[config.mk]
export PLATFORM = sky130hd
export DESIGN_NAME = l1_l2_arbiter
export DESIGN_NICKNAME = d
export VERILOG_FILES = /design/src/rtl/lc3b_types.sv /design/src/rtl/rr_arbiter2.sv /design/src/rtl/l1_l2_arbiter.sv
export SDC_FILE = /design/constraint.sdc
export NUM_CORES = 1
export LEC_CHECK = 0
export CORE_AREA = 2 2 340 342
export DETAILED_ROUTE_END_ITERATION = 16
export DIE_AREA = 0 0 342 344
export PLACE_DENSITY_LB_ADDON = 0.2
export SETUP_SLACK_MARGIN = 0.15
export SYNTH_ARGS = -nofsm -noshare
export SYNTH_HDL_FRONTEND = slang
export SYNTH_SLANG_ARGS = --single-unit
[constraint.sdc]
create_clock -name CLK -period 3.6 [get_ports CLK]
set_input_delay 0.72 -clock CLK [delete_from_list [all_inputs] [get_ports CLK]]
set_output_delay 0.72 -clock CLK [all_outputs]
set_load 0.02 [all_outputs]
[src/rtl/lc3b_types.sv]
// Shared types for the L1/L2 memory path: line, address, select and owner enum.
package lc3b_types;

    localparam int unsigned LINE_ADDR_W = 12;
    localparam int unsigned LINE_W      = 128;
    localparam int unsigned LINE_SEL_W  = LINE_W / 8;

    typedef logic [LINE_W-1:0]      lc3b_line;
    typedef logic [LINE_ADDR_W-1:0] lc3b_line_addr;
    typedef logic [LINE_SEL_W-1:0]  lc3b_sel;

    typedef enum logic {
        ICACHE = 1'b0,
        DCACHE = 1'b1
    } arb_owner_t;

endpackage

[src/rtl/rr_arbiter2.sv]
// Two-requester round-robin grant with the last-served owner register.
module rr_arbiter2
    import lc3b_types::*;
(
    input  logic       clk,
    input  logic       rst_n,
    input  logic [1:0] req,
    input  logic       update,
    input  logic       winner,
    output logic [1:0] grant_c
);

    arb_owner_t last_grant;

    // Remember who completed most recently; decides ties on the next contention
    always_ff @(posedge clk or negedge rst_n) begin
        if (!rst_n) begin
            last_grant <= ICACHE;
        end else if (update) begin
            last_grant <= arb_owner_t'(winner);
        end
    end

    // One-hot grant (bit 0 icache, bit 1 dcache); a tie goes to whoever was not served last
    always_comb begin
        grant_c = 2'b00;
        if (req == 2'b11) begin
            grant_c = (last_grant == ICACHE) ? 2'b10 : 2'b01;
        end else begin
            grant_c = req;
        end
    end

endmodule

[src/rtl/l1_l2_arbiter.sv]
// Serializes icache/dcache line requests onto the single wishbone port toward L2.
module l1_l2_arbiter
    import lc3b_types::*;
#(
    parameter int unsigned ADDR_W = LINE_ADDR_W,
    parameter int unsigned DATA_W = LINE_W,
    parameter int unsigned SEL_W  = DATA_W / 8
) (
    input  logic              CLK,
    input  logic              RST_N,

    input  logic              icache_CYC,
    input  logic              icache_STB,
    input  logic              icache_WE,
    input  logic [ADDR_W-1:0] icache_ADR,
    input  logic [SEL_W-1:0]  icache_SEL,
    input  logic [DATA_W-1:0] icache_DAT_M,
    output logic [DATA_W-1:0] icache_DAT_S,
    output logic              icache_ACK,
    output logic              icache_RTY,

    input  logic              dcache_CYC,
    input  logic              dcache_STB,
    input  logic              dcache_WE,
    input  logic [ADDR_W-1:0] dcache_ADR,
    input  logic [SEL_W-1:0]  dcache_SEL,
    input  logic [DATA_W-1:0] dcache_DAT_M,
    output logic [DATA_W-1:0] dcache_DAT_S,
    output logic              dcache_ACK,
    output logic              dcache_RTY,

    output logic              l2_CYC,
    output logic              l2_STB,
    output logic              l2_WE,
    output logic [ADDR_W-1:0] l2_ADR,
    output logic [SEL_W-1:0]  l2_SEL,
    output logic [DATA_W-1:0] l2_DAT_M,
    input  logic [DATA_W-1:0] l2_DAT_S,
    input  logic              l2_ACK,
    input  logic              l2_RTY
);

    typedef enum logic [1:0] {
        IDLE  = 2'd0,
        ISSUE = 2'd1,
        RESP  = 2'd2
    } arb_state_t;

    arb_state_t state, state_d;
    arb_owner_t owner;
    logic       rty_gap, rty_gap_d;
    logic       l2_req_d;
    logic       icache_ack_d, dcache_ack_d;
    logic       capture_req, capture_rsp, grant_update;
    logic [1:0] req, grant_c;

    // Retry is absorbed here; L1 masters only ever see a completion
    assign icache_RTY = 1'b0;
    assign dcache_RTY = 1'b0;

    assign req = {dcache_CYC & dcache_STB, icache_CYC & icache_STB};

    rr_arbiter2 u_rr (
        .clk     (CLK),
        .rst_n   (RST_N),
        .req     (req),
        .update  (grant_update),
        .winner  (owner),
        .grant_c (grant_c)
    );

    // State register
    always_ff @(posedge CLK or negedge RST_N) begin
        if (!RST_N) begin
            state <= IDLE;
        end else begin
            state <= state_d;
        end
    end

    // Next state plus next values of the registered L2 controls and L1 acks
    always_comb begin
        state_d      = state;
        l2_req_d     = 1'b0;
        rty_gap_d    = 1'b0;
        icache_ack_d = 1'b0;
        dcache_ack_d = 1'b0;
        capture_req  = 1'b0;
        capture_rsp  = 1'b0;
        grant_update = 1'b0;
        unique case (state)
            IDLE: begin
                if (grant_c != 2'b00) begin
                    capture_req = 1'b1;
                    l2_req_d    = 1'b1;
                    state_d     = ISSUE;
                end
            end
            ISSUE: begin
                if (rty_gap) begin
                    l2_req_d = 1'b1;
                end else if (l2_ACK) begin
                    capture_rsp  = 1'b1;
                    grant_update = 1'b1;
                    icache_ack_d = (owner == ICACHE);
                    dcache_ack_d = (owner == DCACHE);
                    state_d      = RESP;
                end else if (l2_RTY) begin
                    rty_gap_d = 1'b1;
                end else begin
                    l2_req_d = 1'b1;
                end
            end
            RESP: begin
                state_d = IDLE;
            end
            default: begin
                state_d = IDLE;
            end
        endcase
    end

    // Request registers (the only source of l2 payload), response capture and output flops
    always_ff @(posedge CLK or negedge RST_N) begin
        if (!RST_N) begin
            owner        <= ICACHE;
            rty_gap      <= 1'b0;
            l2_CYC       <= 1'b0;
            l2_STB       <= 1'b0;
            l2_WE        <= 1'b0;
            l2_ADR       <= '0;
            l2_SEL       <= '0;
            l2_DAT_M     <= '0;
            icache_ACK   <= 1'b0;
            dcache_ACK   <= 1'b0;
            icache_DAT_S <= '0;
            dcache_DAT_S <= '0;
        end else begin
            rty_gap    <= rty_gap_d;
            l2_CYC     <= l2_req_d;
            l2_STB     <= l2_req_d;
            icache_ACK <= icache_ack_d;
            dcache_ACK <= dcache_ack_d;
            if (capture_req) begin
                if (grant_c[1]) begin
                    owner    <= DCACHE;
                    l2_WE    <= dcache_WE;
                    l2_ADR   <= dcache_ADR;
                    l2_SEL   <= dcache_SEL;
                    l2_DAT_M <= dcache_DAT_M;
                end else begin
                    owner    <= ICACHE;
                    l2_WE    <= icache_WE;
                    l2_ADR   <= icache_ADR;
                    l2_SEL   <= icache_SEL;
                    l2_DAT_M <= icache_DAT_M;
                end
            end
            if (capture_rsp) begin
                if (owner == DCACHE) begin
                    dcache_DAT_S <= l2_DAT_S;
                end else begin
                    icache_DAT_S <= l2_DAT_S;
                end
            end
        end
    end

endmodule

==> results by group <==
Synth
  • Post-Syn Instances: 1324
  • Top cell type by total area after synthesis: dfrtp_1
  • Ys Warns: 0
  • Seq/Total Area, Yosys: 0.564
  • Synth Flop Type: dfrtp_1
  • Number of flops mapped to enable cells by yosys: 0
  • Seq cells post-synth: 421
  • Post-synth cell types: 34
  • Mapped Area: 18700 µm²
  • Synth async-reset ratio: 1.00
  • Post-Syn Area per Cell: 14.1 µm²
  • Area contributors post-synth: dfrtp_1, mux2_4, a2bb2oi_1
  • Post-synth top area share: 0.564

Place
  • GPL Wtd Cong: 0.830
  • DP HPWL: 63400 µm
  • Port Buffer Count: 866
  • Placed cell count: 3612

Worst setup path
  • Max incr delay on CP: 0.83 ns
  • Worst path top cell family by delay: buffers and inverters
  • Crit path buf inv count: 1
  • Critical path arrival: 1.85 ns
  • CP required: 2.88 ns
  • WP depth: 1
  • CP startpoint kind: register
  • Worst reg2reg path depth: 4
  • Slowest CP cell: clkdlybuf4s50_1
  • Crit path kind: reg -> out
  • Crit path max fanout: 2
  • Setup crit end kind: primary output
  • Worst-path cell chain: clkdlybuf4s50_1

Drt
  • Drt first-iter violations: 688
  • Total wire length: 86700 µm
  • Routed vias: 15424
  • WL per Instance: 23.3 µm
  • DRC: 0
  • Antenna violation net count after detailed routing: 0
  • Drt pass-1 iters: 5
  • Vias/cell: 4.16

Global routing
  • First-pass GRT wire length: 123000 µm
  • Gr ovfl total: 0
  • Vias in the first global route: 17306
  • Initial antenna violation count: 4
  • M3 GR Usage: 0.0499
  • GRT Total Usage: 0.140
  • Pin count of the biggest net entering global routing: 99
  • GRT met2 Usage: 0.252
  • Met1 GRT Util: 0.155
  • GR peak layer: met2

STA
  • Max_slew headroom: 0.351
  • Final-report max-slew violation count: 0
  • Setup-failing EPs final: 0
  • Max Fclk: 0.389 GHz
  • WHS: 0.180 ns
  • Worst-Margin Slew: 0.973 ns
  • RSZ-0062 raised after global routing: false
  • Endpoints failing hold: 0
  • Min Tclk post-route: 2.57 ns
  • Worst clock skew: 0.0406 ns
  • Tcrit/Tclk final: 0.714
  • Setup TNS: 0 ns

Clocking
  • Clock root cell: clkbuf_16
  • CTS tree: yes
  • CTS sink count: 421
  • # resized after CTS: 0
  • Clk Latency, worst-skew pair: 0.64 ns
  • Clk slew on worst S/H paths: 0.06 ns
  • Post-CTS setup repair buffer count: 0
  • CTS buffer count: 54
  • Post-CTS Hold Buffers: 0
  • Clock Path Buffers: 3
  • H-tree Lvls: 2

Power and ir drop
  • Pwr per Cell Area: 929 nW/µm²
  • Final Power: 0.0288 W
  • Max VDD drop: 0.000537 V
  • Leakage: 12.3 nW

Layout
  • Reg area: 10500 µm²
  • P&R area growth vs syn: 65.7%
  • Finished Layout Cells: 3712
  • Area occupied by multi-input gates: 7300 µm²
  • Final net count: 2606
  • Layout cell share with drive strength beyond 1: 0.191
  • Fill cells: 11811

Die
  • Rows: 124
  • Ports: 869
  • DIE HEIGHT: 344 µm
  • Die width: 342 µm
  • Total core area: 114000 µm²
  • Die footprint: 118000 µm²
  • Initial core utilization: 0.164

Run status
  • Status: completed

Run
  • Max Cap Viol: 0

Worst hold path
  • Hold Path Class: in -> async
==> area by class of cell <==
| cell class | count | share of cell area |
|---|---|---|
| Inverter | 1 | 0.000121 |
| Multi-Input combinational cell | 751 | 0.236 |
| Tap cell | 1512 | 0.0611 |
| Clock inverter | 16 | 0.00735 |
| Antenna cell | 4 | 0.000323 |
| Timing Repair Buffer | 927 | 0.302 |
| Sequential cell | 421 | 0.340 |
| Clock buffer | 80 | 0.0529 |
==> registers in the layout, indices dropped and copies added, names as in the netlist, 2 cells and up <==
register      flops
icache_DAT_S    128
l2_DAT_M        128
l2_ADR           12
state             2
l2_SEL           16
dcache_DAT_S    128
==> report_power, final <==
| group | switching, W | internal (W) | leakage (nW) |
|---|---|---|---|
| Combinational | 0.00698 | 0.00750 | 6.45 |
| Clock | 0.00228 | 0.00343 | 0.926 |
| Sequential | 0.00150 | 0.00710 | 4.90 |
| Total | 0.0108 | 0.0180 | 12.3 |
==> layout by cell type (no fill, tap or decap), types with 42 or more instances in the layout <==
cell type,n
mux2_2,76
clkbuf_16,54
mux2_4,180
clkdlybuf4s50_1,865
dfrtp_1,421
a2bb2oi_1,157
buf_4,42
o21ai_0,156
a311oi_1,157
==> synthesized netlist by cell type, types with 2 or more instances <==
library cell / number
clkbuf_1: 77
a311oi_1: 157
nor2_1: 3
a2bb2oi_1: 157
mux2_4: 180
buf_4: 11
buf_12: 11
buf_2: 38
buf_1: 5
o21ai_0: 156
buf_6: 9
mux2_2: 76
nand2_1: 2
o21ai_1: 2
dfrtp_1: 421
==> logic make-up (layout without fill, tap and decap cells) <==
logic type	Yosys count	count (layout)	synth area share
flip-flops	421	421	0.564
other	1	6	0.000201
multiplexers	256	256	0.190
buffers and inverters	153	1024	0.0487
AND/OR/NAND/NOR	18	18	0.00609
AO/OA/AOI/OAI	475	475	0.191
==> stage by stage <==
stage          instance area (µm²)  utilization  setup WS [ns]
3_5_place_dp                 29100        0.256          0.599
3_3_place_gp                 29100        0.256          0.565
4_1_cts                      31000        0.272          0.824
5_1_grt                      31000        0.272          0.798
2_1_floorplan                18700            -           1.73
6_report                     31000        0.272           1.03
==> path summary, 6_finish.rpt <==
path,startpoint,end,slack (ns)
setup reg to reg,state[0],l2_DAT_M[93],1.39
setup / recovery,l2_DAT_M[71],l2_DAT_M[71],1.03
hold reg to reg,dcache_DAT_S[99],dcache_DAT_S[99],0.51
max in group asynchronous,RST_N,l2_STB,2.41
min in group CLK,dcache_DAT_S[99],dcache_DAT_S[99],0.51
hold / removal,RST_N,l2_DAT_M[83],0.18
==> metal layers <==
metal / vias to the layer above / part of all wire
met1: 7887 / 0.37
met4: 2 / 0.022
met5: - / 0.00015
li1: 6806 / -
met3: 94 / 0.089
met2: 635 / 0.52
No activity file was read; power rests on OpenSTA's default activity.
